`src/rtl/div_pkg.sv`:
```
// Shared definitions for the sequential restoring divider: FSM encoding and
// the default operand width.
package div_pkg;

    localparam int DIV_WIDTH_DEFAULT = 32;

    typedef enum logic [1:0] {
        IDLE   = 2'd0,
        RUN    = 2'd1,
        FINISH = 2'd2
    } state_t;

endpackage

```
`src/rtl/div_step.sv`:
```
// One restoring-division step: shift the next dividend bit into the remainder,
// subtract the divisor when it fits and report the resulting quotient bit.
module div_step #(
    parameter int WIDTH = 32
) (
    input  logic [WIDTH-1:0] rem,
    input  logic [WIDTH-1:0] divisor,
    input  logic             bit_in,
    output logic [WIDTH-1:0] rem_out,
    output logic             q_bit
);

    logic [WIDTH:0]   shifted;
    logic [WIDTH-1:0] diff;

    // The extra top bit keeps the compare exact; the difference itself is
    // always below the divisor, so a WIDTH-bit subtract is enough.
    assign shifted = {rem, bit_in};
    assign diff    = shifted[WIDTH-1:0] - divisor;
    assign q_bit   = (shifted >= {1'b0, divisor});
    assign rem_out = q_bit ? diff : shifted[WIDTH-1:0];

endmodule

```
`src/rtl/div_seq.sv`:
```
// Sequential restoring divider, one quotient bit per cycle, fixed WIDTH+1 latency.
// Define DIV_SIGNED_EN to add the signedOp port and two's-complement division.
module div_seq
    import div_pkg::*;
#(
    parameter int WIDTH = DIV_WIDTH_DEFAULT
) (
    input  logic             clk,
    input  logic             reset,
    input  logic             start,
    input  logic [WIDTH-1:0] srcA,
    input  logic [WIDTH-1:0] srcB,
`ifdef DIV_SIGNED_EN
    input  logic             signedOp,
`endif
    output logic             busy,
    output logic             done,
    output logic             divZero,
    output logic [WIDTH-1:0] hi,
    output logic [WIDTH-1:0] lo
);

    localparam int CW = $clog2(WIDTH + 1);

    state_t           state, state_nxt;
    logic [CW-1:0]    count;
    logic [WIDTH-1:0] rem, quo, dvs;
    logic             neg_q, neg_r;
    logic             is_signed, a_neg, b_neg;
    logic [WIDTH-1:0] mag_a, mag_b;
    logic [WIDTH-1:0] rem_nxt;
    logic             q_bit;

`ifdef DIV_SIGNED_EN
    assign is_signed = signedOp;
`else
    assign is_signed = 1'b0;
`endif

    // Divide magnitudes; signs are reapplied in FINISH. The most-negative
    // value negates to itself, which is its correct unsigned magnitude.
    assign a_neg = is_signed & srcA[WIDTH-1];
    assign b_neg = is_signed & srcB[WIDTH-1];
    assign mag_a = a_neg ? -srcA : srcA;
    assign mag_b = b_neg ? -srcB : srcB;

    assign busy = (state == RUN);

    div_step #(.WIDTH(WIDTH)) u_step (
        .rem     (rem),
        .divisor (dvs),
        .bit_in  (quo[WIDTH-1]),
        .rem_out (rem_nxt),
        .q_bit   (q_bit)
    );

    always_comb begin
        state_nxt = state;
        case (state)
            IDLE:    if (start && srcB != '0) state_nxt = RUN;
            RUN:     if (count == CW'(WIDTH - 1)) state_nxt = FINISH;
            FINISH:  state_nxt = IDLE;
            default: state_nxt = IDLE;
        endcase
    end

    always_ff @(posedge clk) begin
        if (reset) begin
            state   <= IDLE;
            count   <= '0;
            rem     <= '0;
            quo     <= '0;
            dvs     <= '0;
            neg_q   <= 1'b0;
            neg_r   <= 1'b0;
            done    <= 1'b0;
            divZero <= 1'b0;
            hi      <= '0;
            lo      <= '0;
        end else begin
            state   <= state_nxt;
            done    <= 1'b0;
            divZero <= 1'b0;
            case (state)
                IDLE: begin
                    if (start) begin
                        if (srcB == '0) begin
                            done    <= 1'b1;
                            divZero <= 1'b1;
                        end else begin
                            // quo doubles as the dividend shift register
                            rem   <= '0;
                            quo   <= mag_a;
                            dvs   <= mag_b;
                            count <= '0;
                            neg_q <= a_neg ^ b_neg;
                            neg_r <= a_neg;
                        end
                    end
                end
                RUN: begin
                    rem   <= rem_nxt;
                    quo   <= {quo[WIDTH-2:0], q_bit};
                    count <= count + 1'b1;
                end
                FINISH: begin
                    done <= 1'b1;
                    lo   <= neg_q ? -quo : quo;
                    hi   <= neg_r ? -rem : rem;
                end
                default: ;
            endcase
        end
    end

endmodule

```
`config.mk`:
```
export PLATFORM = sky130hd
export DESIGN_NAME = div_seq
export DESIGN_NICKNAME = d
export VERILOG_FILES = /design/src/rtl/div_pkg.sv /design/src/rtl/div_step.sv /design/src/rtl/div_seq.sv
export SDC_FILE = /design/constraint.sdc
export NUM_CORES = 1
export LEC_CHECK = 0
export CAP_MARGIN = 5
export CELL_PAD_IN_SITES_DETAIL_PLACEMENT = 0
export CELL_PAD_IN_SITES_GLOBAL_PLACEMENT = 1
export CORE_MARGIN = 5
export CORE_UTILIZATION = 44
export CTS_BUF_LIST = sky130_fd_sc_hd__clkbuf_4
export CTS_CLUSTER_DIAMETER = 40
export DETAILED_ROUTE_END_ITERATION = 8
export DONT_BUFFER_PORTS = 1
export PLACE_DENSITY_LB_ADDON = 0.15
export SYNTH_ARGS = -nofsm -noshare
export SYNTH_HDL_FRONTEND = slang
export SYNTH_SLANG_ARGS = --single-unit
```
`constraint.sdc`:
```
create_clock -name clk -period 2.4 [get_ports clk]
set_input_delay 0.6 -clock clk [delete_from_list [all_inputs] [get_ports clk]]
set_output_delay 0.6 -clock clk [all_outputs]
set_load 0.02 [all_outputs]
```
# Yosys cells after proc, flatten, opt, wreduce, memory -nomap -nowiden
# Cells that the tools add are included.
[totals]
reg_bits = 170
inputBits = 67
output_inout_bits = 67
word_cells = 46
[classes]
add_sub_neg = 2
order_cmp = 1
n_eq_ne = 7
muxes = 16
bitwise_logic = 2
n_reduce_logical = 9
[op_table]
columns = ["operator", "count"]
rows = [
  ["$mux W32", 5],
  ["$pmux W32 S2", 2],
  ["$ge A33 B32 Y1", 1],
  ["$logic_not A32 Y1", 1],
  ["$reduce_bool A32 Y1", 1],
  ["$sub A32 B32 Y32", 1],
  ["$mux W6", 2],
  ["$pmux W6 S2", 1],
  ["$add A6 B1 Y6 const B", 1],
  ["$eq A6 B5 Y1 const B", 1],
  ["$ne A2 B2 Y1 const B", 3],
  ["$reduce_and A3 Y1", 2],
  ["$mux W2", 2],
  ["$pmux W2 S2", 1],
  ["$eq A2 B1 Y1 const B", 1],
  ["$eq A2 B2 Y1 const B", 1],
  ["$logic_not A2 Y1", 1],
  ["$mux W1", 2],
  ["$ne A2 B1 Y1 const B", 1],
  ["$not A1 Y1", 2],
  ["$pmux W1 S2", 1],
  ["$reduce_and A2 Y1", 1],
  ["$reduce_bool A2 Y1", 1],
  ["$reduce_or A2 Y1", 1],
  ["$logic_and A1 B1 Y1", 1],
]

# Longest topological paths before layout
# Gate-level depths: netlist (run 1).
[logic_depth]
ltp_word = 4
ltp_mapped = 13
ltp_nobuf = 11

# By module
# Synthesis (run 1) repeated with hierarchy kept, for this count alone.
[unflattened]
hier_cells = 1130
area_unflattened_um2 = 9349.0
[modules_own_cells]
columns = ["mod", "instances", "cells_each", "area_each_um2", "seq_area_each_um2"]
rows = [
  ["div_seq", 1, 807, 7018.0, 3403.3],
  ["div_step", 1, 323, 2331.0, 0.0],
]

# Worst setup path after synthesis (run 1)
# Ideal clock, no wire load.
[synth_path]
kind = "register to register"
start = "reg quo[31]"
end = "reg rem[30]"
setup_ns = 0.126
arrival_ns = 2.407
required_time_ns = 2.274
slack_ns = -0.133
path_stages_with_launch = 12
n_path_buf = 0
period_less_slack_ns = 2.533
path_cell_list = "dfxtp_1 > inv_1 > ha_1 > fa_1 > nand2b_1 > a21oi_1 > o311ai_0 > o21ai_0 > a31o_2 > mux2_2 > nand4_1 > o211ai_1"
[synth_between]
elab_chain_cells = 3
elab_cells_between_ends = 4
classes_between = "add/sub (1); order compare (1); mux (2)"
[synth_lines]
columns = ["element", "line", "rtl"]
rows = [
  ["from (decl)", "div_seq.sv:27", "logic [WIDTH-1:0] rem, quo, dvs;"],
  ["from (signal assigned)", "div_seq.sv:93", "quo <= mag_a;"],
  ["from (signal assigned)", "div_seq.sv:103", "quo <= {quo[WIDTH-2:0], q_bit};"],
  ["$sub A32 B32 Y32 / $ge A33 B32 Y1 (equally long branches)", "div_step.sv:19, div_step.sv:20", ""],
  ["$mux W32 (*)", "div_step.sv:21", "assign rem_out = q_bit ? diff : shifted[WIDTH-1:0];"],
  ["$pmux W32 S2 (*)", "div_seq.sv:84", "case (state)"],
  ["to (signal assigned)", "div_seq.sv:102", "rem <= rem_nxt;"],
  ["to (decl)", "div_seq.sv:27", ""],
]
# Every way passes the cells marked *; elsewhere a longest branch is shown, timed or not.
# A chain may end at the register's enable or synchronous reset.

# Final worst setup path (run 1)
[layout_path]
start = "reg dvs[18]"
end = "reg rem[0]"
[layout_between]
elab_chain_cells = 3
[layout_lines]
columns = ["element", "line", "rtl"]
rows = [
  ["from (decl)", "div_seq.sv:27", ""],
  ["from (signal assigned)", "div_seq.sv:94", "dvs <= mag_b;"],
  ["$ge A33 B32 Y1", "div_step.sv:20", "assign q_bit = (shifted >= {1'b0, divisor});"],
  ["$mux W32", "div_step.sv:21", ""],
  ["$pmux W32 S2", "div_seq.sv:84", ""],
]
# Every way passes these cells.

==> impl_metrics.csv, run 1 <==
group,metric,value,unit
logic_synthesis,synth_cells,1073,
layout,area_growth,24.8,%
logic_synthesis,synthFlopType,"dfxtp_1",
timing,hold_viol_final,0,
layout,fin_nets,1289,
logic_synthesis,synth_mux_area_share,6.15,%
grt,grt_max_degree,140,
logic_synthesis,ys_async_sr_fraction,0,%
route,drc,0,
timing,post-route-min-period,2.50,ns
setup_path,critPathArrivalTime,2.98,ns
layout,final_area,10600,µm²
timing,fmax,400,MHz
timing,tightest_slew,0.974,ns
timing,fin_crit_sh,104,%
layout,drive_gt1_share,24.4,%
power,total_power,18.2,mW
setup_path,cp_num_buf_inv,3,
grt,grt_pass1_vias,7588,
setup_path,crit_path_max_incr_delay,0.44,ns
power,p_seq_share,18.8,%
timing,holdWs,0.0829,ns
power,powerDensity,1720,nW/µm²
timing,slew_headroom,35.0,%
floorplan,pin_count,134,
flow_run,drv_cap,0,
power,p_clk_share,9.5,%
placement,dp_cells,1407,
worst_hold_path,holdPathStages,1,
power,leakagePower,4.30,nW
floorplan,die_h,149,µm
cts,cts_buffer_depth,2,
logic_synthesis,ys_types,64,
setup_path,worstPathCellList,"inv_1 -> ha_1 -> a21oi_2 -> o21ai_0 -> a31oi_2 -> nor2_1 -> a221o_2 -> buf_12 -> buf_12 -> mux2i_1 -> a22o_1",
route,dr.pass1.iters,5,
grt,grtUsageTotal,21.6,%
run_status,failed_checks,"negative setup slack",
timing,fin_ws,-0.102,ns
setup_path,worstSetupPathDepth,11,
grt,grt_pass1_wl,39200,µm
grt,grt-ovfl-total,0,
floorplan,fp.dieArea,22200,µm²
setup_path,cp_max_fo,8,
setup_path,worstPathRequired,2.87,ns
power,switching_share,42.0,%
logic_synthesis,avgSynthCellArea,7.91,µm²
logic_synthesis,synthXorXnorAreaFrac,2.89,%
route,wl,24100,µm
setup_path,critical-path-slowest-cell,"a221o_2",
placement,gp_congestion,0.921,
setup_path,crit_family,"compound AO/OA/AOI/OAI gates",
cts,numCtsBuffers,17,
cts,clk_latency,0.58,ns
floorplan,coreArea,18800,µm²
logic_synthesis,synthSimpleGateAreaFrac,20.4,%
route,drtIter0Drc,427,
power,internal_power,10.6,mW
floorplan,initial_core_util,45.1,%
route,ant_nets,0,
logic_synthesis,syn-num-nets,1174,
route,vias_per_cell,5.39,
floorplan,die_x,149,µm
setup_path,cp_common_cell,"buf_12",
power,power_switching,7.65,mW
logic_synthesis,yosys_register_bits,170,
power,peakVddDrop,0.000973,V
power,p_comb_share,71.7,%
cts,cts_num_sinks,170,
layout,num-fill-cells,1848,
timing,setup-violations-final,27,
cts,cts_tree,"built",
floorplan,num_rows,50,
placement,port_buffers,0,
logic_synthesis,ys_warn_count,0,
route,post_drt_wl_per_cell,16.5,µm
timing,grt_setup_unrepaired,"true",
logic_synthesis,synth_top_family_by_area,"simple AND/OR/NAND/NOR gates",
setup_path,r2r_cells,11,
placement,dp_hpwl,17000,µm
route,dr_total_vias,7877,
timing,finClkSkew,0.0240,ns
logic_synthesis,synth_edf_count,0,
setup_path,critPathKind,"flop to flop",
logic_synthesis,netlist_area,8490,µm²
cts,root_buffer,"clkbuf_4",
placement,placed_area,9710,µm²
worst_hold_path,hp-class,"input pin to flop",
logic_synthesis,yosysSeqAreaShare,40.1,%
logic_synthesis,synth_compound_area_share,19.2,%
cts,htree_num_levels,4,
layout,final_cells,1462,
setup_path,critPathLaunchType,"flop",
setup_path,end_kind,"flop",
run_status,status,"finished with violations",
timing,maxSlewViolCount,0,
grt,antenna_found_initial,1,
logic_synthesis,synth_fa_ha_area_share,5.10,%
cts,cts.clk_slew.worst_paths,0.16,ns
## final timing paths
kind                        start                  end  slack [ns]
min                         reset  lo[14]$_SDFFE_PP0N_        0.08
max reg2reg  dvs[18]$_SDFFE_PP0P_  rem[0]$_SDFFE_PP0P_       -0.10
min reg2reg   quo[5]$_SDFFE_PP0P_   lo[5]$_SDFFE_PP0N_        0.46
max          dvs[18]$_SDFFE_PP0P_  rem[0]$_SDFFE_PP0P_       -0.10
## registers in the layout, indices dropped and copies added (netlist names)
signal and flops:
dvs 32, hi 32, lo 32, quo 32, rem 32, count 6, state 2, divZero 1
done 1
## logic make-up (layout without fill, tap and decap cells)
family,Yosys count,count (layout)
compound gates,259,259
xor+xnor,28,28
fa+ha+maj,34,34
buf+inv,118,246
flops,170,170
mux,52,52
other cells,0,1
simple gates,412,412
## area by class of cell
class,count,area (µm²),area share [%]
well taps,260,325,3.07
clock buffers,18,135,1.28
diodes,1,2.50,0.0236
flip-flops and latches,170,3420,32.3
inverters,45,169,1.59
repair buffers,169,1410,13.3
multi-input cells,785,4980,47.0
clock inverters,14,158,1.49
## layout by cell type (no fill, tap or decap), types with 7 or more instances in the layout
| master | count |
|---|---|
| nand2_1 | 238 |
| dfxtp_1 | 158 |
| buf_4 | 155 |
| nor2_1 | 98 |
| a21oi_1 | 94 |
| mux2i_1 | 47 |
| inv_1 | 38 |
| a311oi_1 | 33 |
| o21ai_1 | 30 |
| o21ai_0 | 20 |
| ha_1 | 19 |
| clkbuf_4 | 18 |
| xnor2_1 | 16 |
| nand4_1 | 14 |
| ha_4 | 13 |
| a21oi_2 | 12 |
| xor2_1 | 12 |
| dfxtp_2 | 12 |
| a32oi_1 | 10 |
| nand3_1 | 9 |
| nor4_1 | 8 |
| buf_12 | 8 |
| nand2b_1 | 7 |
| a21o_1 | 7 |
## cell usage after synthesis, types with 3 or more instances
| library cell | number | area, µm² |
|---|---|---|
| inv_1 | 44 | 165 |
| ha_1 | 33 | 413 |
| and3_1 | 4 | 25.0 |
| xnor2_1 | 16 | 140 |
| a211oi_1 | 3 | 22.5 |
| buf_1 | 7 | 26.3 |
| buf_6 | 3 | 33.8 |
| o21bai_1 | 4 | 30.0 |
| a21o_1 | 7 | 52.6 |
| nand2_1 | 241 | 905 |
| a31oi_1 | 4 | 25.0 |
| nand2b_1 | 8 | 50.1 |
| mux2i_1 | 51 | 510 |
| nor3_1 | 7 | 35.0 |
| nor4_1 | 9 | 56.3 |
| o21a_1 | 5 | 37.5 |
| a22o_1 | 4 | 35.0 |
| o211ai_1 | 6 | 45.0 |
| buf_2 | 9 | 45.0 |
| nor2_1 | 101 | 379 |
| o21ai_0 | 27 | 135 |
| xor2_1 | 12 | 105 |
| a32oi_1 | 11 | 96.3 |
| o21ai_1 | 26 | 130 |
| a311oi_1 | 35 | 307 |
| a21oi_1 | 108 | 541 |
| nand4_1 | 14 | 87.6 |
| clkbuf_1 | 49 | 184 |
| nor2b_1 | 5 | 31.3 |
| nand3_1 | 9 | 45.0 |
| dfxtp_1 | 170 | 3400 |
## what timing repair did
item                                    CTS  global route
buffers inserted                         15             5
endpoints found under the setup margin   33            33
hold buffers                              0             0
cloned                                    2             0
resized for setup                        67            26
pin swaps                                21            20
## per-stage QoR
step	util (%)	setup WS, ns	TNS [ns]
floorplan	-	0.00669	0
global placement	51.5	-0.376	-11.53
detailed placement	51.5	-0.393	-21.63
CTS	55.5	-0.139	-1.79
global route	56.3	-0.249	-5.90
finish	56.3	-0.102	-1.36
## power groups by stage
stage | clock network, mW | logic (mW) | registers, mW
6_report | 1.73 | 13.1 | 3.42
5_1_grt | 1.92 | 14.1 | 3.46
3_5_place_dp | 0 | 10.4 | 3.45
3_3_place_gp | 0 | 10.4 | 3.44
4_1_cts | 1.79 | 12.4 | 3.41
2_1_floorplan | 0 | 7.07 | 3.44
## metal layers
metal	GRT usage, %	share of wire [%]
met3	5.53	6.1
met2	34.1	46
met4	5.49	1.6
met5	0	0
met1	29.7	47
(Power assumes the default switching activity.)
==> run 2, diff against run 1 <==
--- a/config.mk
+++ b/config.mk
@@ -15,6 +15,7 @@
 export DETAILED_ROUTE_END_ITERATION = 8
 export DONT_BUFFER_PORTS = 1
 export PLACE_DENSITY_LB_ADDON = 0.15
+export REMOVE_ABC_BUFFERS = 1
 export SYNTH_ARGS = -nofsm -noshare
 export SYNTH_HDL_FRONTEND = slang
 export SYNTH_SLANG_ARGS = --single-unit
==> impl_metrics.csv, run 2 (synthesis results as in run 1) <==
group,metric,value,unit
run_status,status,"finished with violations",
run_status,failed_checks,"negative setup slack",
timing,slew_headroom,36.9,%
floorplan,fp.dieArea,22200,µm²
setup_path,critPathArrivalTime,3.06,ns
route,dr_total_vias,7588,
timing,tightest_slew,0.945,ns
layout,fin_nets,1270,
timing,hold_viol_final,0,
flow_run,drv_cap,0,
power,leakagePower,4.22,nW
grt,grt-ovfl-total,0,
timing,setup-violations-final,33,
setup_path,critPathLaunchType,"flop",
route,dr.pass1.iters,5,
layout,final_cell_mix,"nand2_1, dfxtp_1, buf_4, a21oi_1, nor2_1",
setup_path,r2r-start,"dvs[8]$_SDFFE_PP0P_",
layout,utilization,55.8,%
placement,dp_hpwl,16900,µm
worst_hold_path,hp-class,"input pin to flop",
placement,port_buffers,0,
setup_path,critPathKind,"flop to flop",
timing,fin_ws,-0.180,ns
layout,drive_gt1_share,22.0,%
power,powerDensity,1700,nW/µm²
floorplan,num_rows,50,
worst_hold_path,holdPathStages,1,
floorplan,die_x,149,µm
cts,cts_buffer_depth,2,
floorplan,pin_count,134,
setup_path,cp_max_fo,5,
cts,cts.clk_slew.worst_paths,0.17,ns
power,peakVddDrop,0.00125,V
route,post_drt_wl_per_cell,16.6,µm
layout,area_growth,23.7,%
layout,final_cells,1444,
grt,grt_pass1_vias,7563,
setup_path,reg2reg_slack,-0.18,ns
setup_path,r2r_cells,13,
cts,numCtsBuffers,17,
route,drtIter0Drc,450,
setup_path,worstReg2RegEnd,"rem[18]$_SDFFE_PP0P_",
cts,cts_tree,"built",
grt,antenna_found_initial,2,
floorplan,initial_core_util,45.1,%
grt,grtUsageTotal,21.4,%
placement,dp_cells,1394,
placement,gp_congestion,0.893,
floorplan,coreArea,18800,µm²
power,total_power,17.8,mW
worst_hold_path,hold_start,"reset",
cts,htree_num_levels,4,
layout,mostFrequentLayoutCell,"nand2_1",
timing,fmax,388,MHz
setup_path,cp-startpoint,"dvs[8]$_SDFFE_PP0P_",
timing,maxSlewViolCount,0,
setup_path,worstPathRequired,2.88,ns
timing,fin_crit_sh,107,%
route,wl,24000,µm
worst_hold_path,min_to,"quo[4]$_SDFFE_PP0P_",
timing,grt_setup_unrepaired,"true",
layout,num-fill-cells,1775,
floorplan,die_h,149,µm
cts,cts_num_sinks,170,
timing,post-route-min-period,2.58,ns
route,ant_nets,0,
setup_path,end_kind,"flop",
cts,clk_latency,0.60,ns
route,drc,0,
grt,grt_pass1_wl,38800,µm
route,vias_per_cell,5.25,
grt,grt_max_degree,140,
cts,root_buffer,"clkbuf_4",
timing,finClkSkew,0.0206,ns
==> run 2: worst max-delay path: stages, from the launching register on <==
cell and delay, ns:
dfxtp_2 0.36, inv_2 0.04, ha_4 0.26, buf_6 0.10, nand4_1 0.18, nor4_2 0.38
buf_4 0.18, nand4_1 0.07, o211ai_1 0.12, a221o_1 0.18, buf_4 0.17, clkbuf_16 0.17
mux2i_1 0.18, o21ai_1 0.07
==> run 2: how the worst max path moves through the flow <==
| stage | to | slack [ns] | cells after the start |
|---|---|---|---|
| after floorplan | rem[21]$_SDFFE_PP0P_ | -2.71 | 7 |
| after global placement | rem[30]$_SDFFE_PP0P_ | -0.37 | 11 |
| final | rem[18]$_SDFFE_PP0P_ | -0.18 | 13 |
| after detailed placement | rem[30]$_SDFFE_PP0P_ | -0.40 | 11 |
| after global routing | rem[3]$_SDFFE_PP0P_ | -0.31 | 12 |
| after CTS | rem[9]$_SDFFE_PP0P_ | -0.14 | 12 |
==> run 2: layout make-up <==
| type | count | area [µm²] | share of cell area (%) |
|---|---|---|---|
| repair buffers | 150 | 1300 | 12.4 |
| inverters | 45 | 171 | 1.63 |
| multi-input cells | 785 | 4950 | 47.2 |
| flip-flops and latches | 170 | 3420 | 32.5 |
| well taps | 260 | 325 | 3.10 |
| clock buffers | 17 | 128 | 1.22 |
| diodes | 2 | 5.00 | 0.0477 |
| clock inverters | 15 | 206 | 1.97 |
==> run 2: timing repair <==
action,4_1_cts,5_1_grt
gates cloned,2,1
buffers inserted,9,3
endpoints found under the hold margin,0,14
hold buffers,0,1
pin swaps,12,9
setup endpoints to repair,34,34
gates resized for setup,50,30
==> run 2: per-stage QoR <==
step	hold slack (ns)	cell area (µm²)	setup slack [ns]	setup TNS [ns]
after floorplan	0.433	8130	-2.71	-164.44
final	0.0696	10500	-0.180	-4.29
after detailed placement	0.455	9590	-0.398	-6.51
after global placement	0.453	9590	-0.369	-4.65
after CTS	0.00537	10300	-0.140	-2.09
after global routing	-0.00127	10500	-0.306	-8.78
==> run 2: power by group <==
part / switching [mW] / total [mW] / internal (mW)
Clock: 1.15 / 1.92 / 0.767
Sequential: 0.278 / 3.43 / 3.15
Combinational: 6.05 / 12.5 / 6.44
==> run 2: per-layer routing <==
metal | GRT usage (%) | share of wire, % | wire length (µm)
met5 | 0 | 0 | 0
met4 | 4.07 | 0.87 | 208
met3 | 5.65 | 5.6 | 1350
met2 | 35.0 | 47 | 11200
met1 | 28.8 | 47 | 11200
==> run 3, diff against run 2 <==
--- a/config.mk
+++ b/config.mk
@@ -5,17 +5,20 @@
 export SDC_FILE = /design/constraint.sdc
 export NUM_CORES = 1
 export LEC_CHECK = 0
+export ABC_AREA = 0
 export CAP_MARGIN = 5
 export CELL_PAD_IN_SITES_DETAIL_PLACEMENT = 0
 export CELL_PAD_IN_SITES_GLOBAL_PLACEMENT = 1
 export CORE_MARGIN = 5
-export CORE_UTILIZATION = 44
+export CORE_UTILIZATION = 45
 export CTS_BUF_LIST = sky130_fd_sc_hd__clkbuf_4
 export CTS_CLUSTER_DIAMETER = 40
 export DETAILED_ROUTE_END_ITERATION = 8
 export DONT_BUFFER_PORTS = 1
 export PLACE_DENSITY_LB_ADDON = 0.15
 export REMOVE_ABC_BUFFERS = 1
+export SKIP_CTS_REPAIR_TIMING = 1
 export SYNTH_ARGS = -nofsm -noshare
 export SYNTH_HDL_FRONTEND = slang
+export SYNTH_HIERARCHICAL = 1
 export SYNTH_SLANG_ARGS = --single-unit
==> impl_metrics.csv, run 3 <==
group,metric,value,unit
route,met3WireLength,1410,µm
cts,cts_buffer_depth,2,
placement,dp_cells,1445,
timing,setup-violations-final,33,
setup_path,r2r_cells,11,
floorplan,initial_core_util,45.9,%
power,peakVddDrop,0.00103,V
cts,cts_tree,"built",
worst_hold_path,hold_start,"reset",
logic_synthesis,ys_types,66,
floorplan,fp.dieArea,23800,µm²
setup_path,r2r-start,"dvs[6]$_SDFFE_PP0P_",
setup_path,reg2reg_slack,-0.45,ns
timing,post-route-min-period,2.85,ns
route,wl,26400,µm
timing,tightest_slew,0.538,ns
timing,holdWs,0.0748,ns
route,maxUsedRoutingLayer,"met4",
logic_synthesis,avgSynthCellArea,8.27,µm²
layout,mostFrequentLayoutCell,"nand2_1",
logic_synthesis,synthFlopType,"dfxtp_1",
placement,dp_hpwl,17900,µm
floorplan,coreArea,20400,µm²
power,total_power,15.3,mW
timing,maxSlewViolCount,0,
route,post_drt_wl_per_cell,17.8,µm
route,ant_nets,0,
cts,cts_num_sinks,170,
layout,drive_gt1_share,22.7,%
timing,slew_headroom,64.1,%
logic_synthesis,synth_commonest_cells,"nand2_1, dfxtp_1, a21oi_1",
placement,gp_congestion,0.837,
setup_path,cp_max_fo,4,
route,wl_met1,12600,µm
setup_path,end_kind,"flop",
setup_path,worstReg2RegEnd,"rem[23]$_SDFFE_PP0P_",
setup_path,critPathKind,"flop to flop",
run_status,failed_checks,"negative setup slack",
cts,numCtsBuffers,17,
grt,grt_max_degree,105,
logic_synthesis,yosysSeqAreaShare,36.4,%
worst_hold_path,holdPathStages,1,
timing,fmax,350,MHz
grt,grtUsageTotal,21.5,%
cts,root_buffer,"clkbuf_4",
route,dr.pass1.iters,5,
route,dr_total_vias,8362,
setup_path,critPathLaunchType,"flop",
power,leakagePower,4.47,nW
power,powerDensity,1380,nW/µm²
timing,fin_ws,-0.454,ns
placement,place_ws,-0.634,ns
logic_synthesis,ys_async_sr_fraction,0,%
setup_path,critPathArrivalTime,3.33,ns
setup_path,worstPathRequired,2.88,ns
timing,finClkSkew,0.0239,ns
grt,antenna_found_initial,1,
logic_synthesis,synthTopCellsByArea,"dfxtp_1, nand2_1, a21oi_1, ha_1, a32o_1",
cts,htree_num_levels,4,
logic_synthesis,yosysMostFrequentCell,"nand2_1",
logic_synthesis,yosysTopAreaCell,"dfxtp_1",
layout,final_cells,1486,
grt,grt-ovfl-total,0,
logic_synthesis,yosys.area.top_type_share,36.4,%
timing,grt_setup_unrepaired,"true",
route,drc,0,
route,vias_per_cell,5.63,
layout,final_cell_mix,"nand2_1, dfxtp_1, buf_4, a21oi_1, nand4_1",
floorplan,die_x,154,µm
logic_synthesis,synth_cells,1130,
floorplan,num_rows,52,
placement,port_buffers,0,
worst_hold_path,hp-class,"input pin to flop",
floorplan,die_h,154,µm
logic_synthesis,synth_edf_count,0,
logic_synthesis,yosys_register_bits,170,
floorplan,pin_count,134,
route,drtIter0Drc,471,
run_status,status,"finished with violations",
layout,area_growth,18.7,%
timing,fin_crit_sh,119,%
timing,hold_viol_final,0,
grt,grt_pass1_vias,8152,
route,dr_wl_met2,12100,µm
cts,clk_latency,0.58,ns
logic_synthesis,ys_warn_count,6,
timing,tns,-12.43,ns
logic_synthesis,netlist_area,9350,µm²
layout,fin_nets,1302,
grt,grt_pass1_wl,42700,µm
flow_run,drv_cap,0,
worst_hold_path,min_to,"lo[25]$_SDFFE_PP0P_",
cts,cts.clk_slew.worst_paths,0.16,ns
-- run 3: changes by cell type after synthesis, moves of 25 or more --
cell,before,now
o221ai_1,1,32
a21boi_0,1,35
a311oi_1,35,0
a32o_1,1,36
o21ai_1,26,1
nand2_1,241,283
nand4_1,14,43
nor2_1,101,27
a21o_1,7,41
-- run 3: worst max path at each step --
stage,from,endpoint,depth (start not counted)
after floorplan,state[1]$_SDFFE_PP0P_,quo[0]$_SDFFE_PP0P_,5
after global routing,dvs[7]$_SDFFE_PP0P_,rem[28]$_SDFFE_PP0P_,13
after detailed placement,dvs[11]$_SDFFE_PP0P_,rem[9]$_SDFFE_PP0P_,13
after CTS,dvs[11]$_SDFFE_PP0P_,rem[9]$_SDFFE_PP0P_,13
final,dvs[6]$_SDFFE_PP0P_,rem[23]$_SDFFE_PP0P_,11
after global placement,dvs[7]$_SDFFE_PP0P_,rem[31]$_SDFFE_PP0P_,11
-- run 3: kinds of logic (layout without fill, tap and decap cells) --
family / count (synthesis) / in the layout / share of synthesized area (%)
other: 0 / 2 / 0
muxes: 64 / 64 / 7.60
buffers and inverters: 131 / 215 / 6.22
adders and majority gates: 34 / 34 / 4.63
and+or+nand+nor: 410 / 410 / 19.8
xor gates and xnor gates: 30 / 30 / 2.81
DFF: 170 / 170 / 36.4
AOI/OAI and AO/OA: 291 / 291 / 22.5
-- run 3: layout make-up --
type | count | area, µm²
diodes | 2 | 5.00
clock buffers | 18 | 135
clock inverters | 14 | 183
fillers | 1966 | 9270
inverters | 44 | 186
multi-input cells | 829 | 5620
flip-flops and latches | 170 | 3420
well taps | 270 | 338
repair buffers | 139 | 1220
-- run 3: critical path, cell delays in order (launching register included) --
cell	delay, ns
dfxtp_1	0.36
inv_1	0.07
ha_4	0.23
nand3_1	0.13
a211oi_2	0.09
or3_4	0.39
nor4b_4	0.35
and2b_2	0.30
a31o_4	0.25
xor2_1	0.15
mux2_4	0.26
a32o_1	0.19
-- run 3: per-layer routing --
metal | GRT usage (%) | vias to the layer above
li1 | - | 4158
met1 | 30.7 | 3998
met3 | 4.05 | 19
met2 | 33.9 | 187
met5 | 0 | -
met4 | 4.63 | 0
-- run 3: metrics by stage --
stage / util (%) / cell area (µm²)
5_1_grt: 54.5 / 11100
2_1_floorplan: - / 8930
3_5_place_dp: 51.2 / 10400
6_report: 54.5 / 11100
4_1_cts: 52.8 / 10700
3_3_place_gp: 51.2 / 10400
-- run 3: power by group --
| part | switching (mW) | leakage (nW) | internal, mW |
|---|---|---|---|
| sequential | 0.200 | 1.39 | 3.09 |
| clock | 1.13 | 0.172 | 0.764 |
| combinational | 4.45 | 2.91 | 5.68 |
| total | 5.78 | 4.47 | 9.54 |
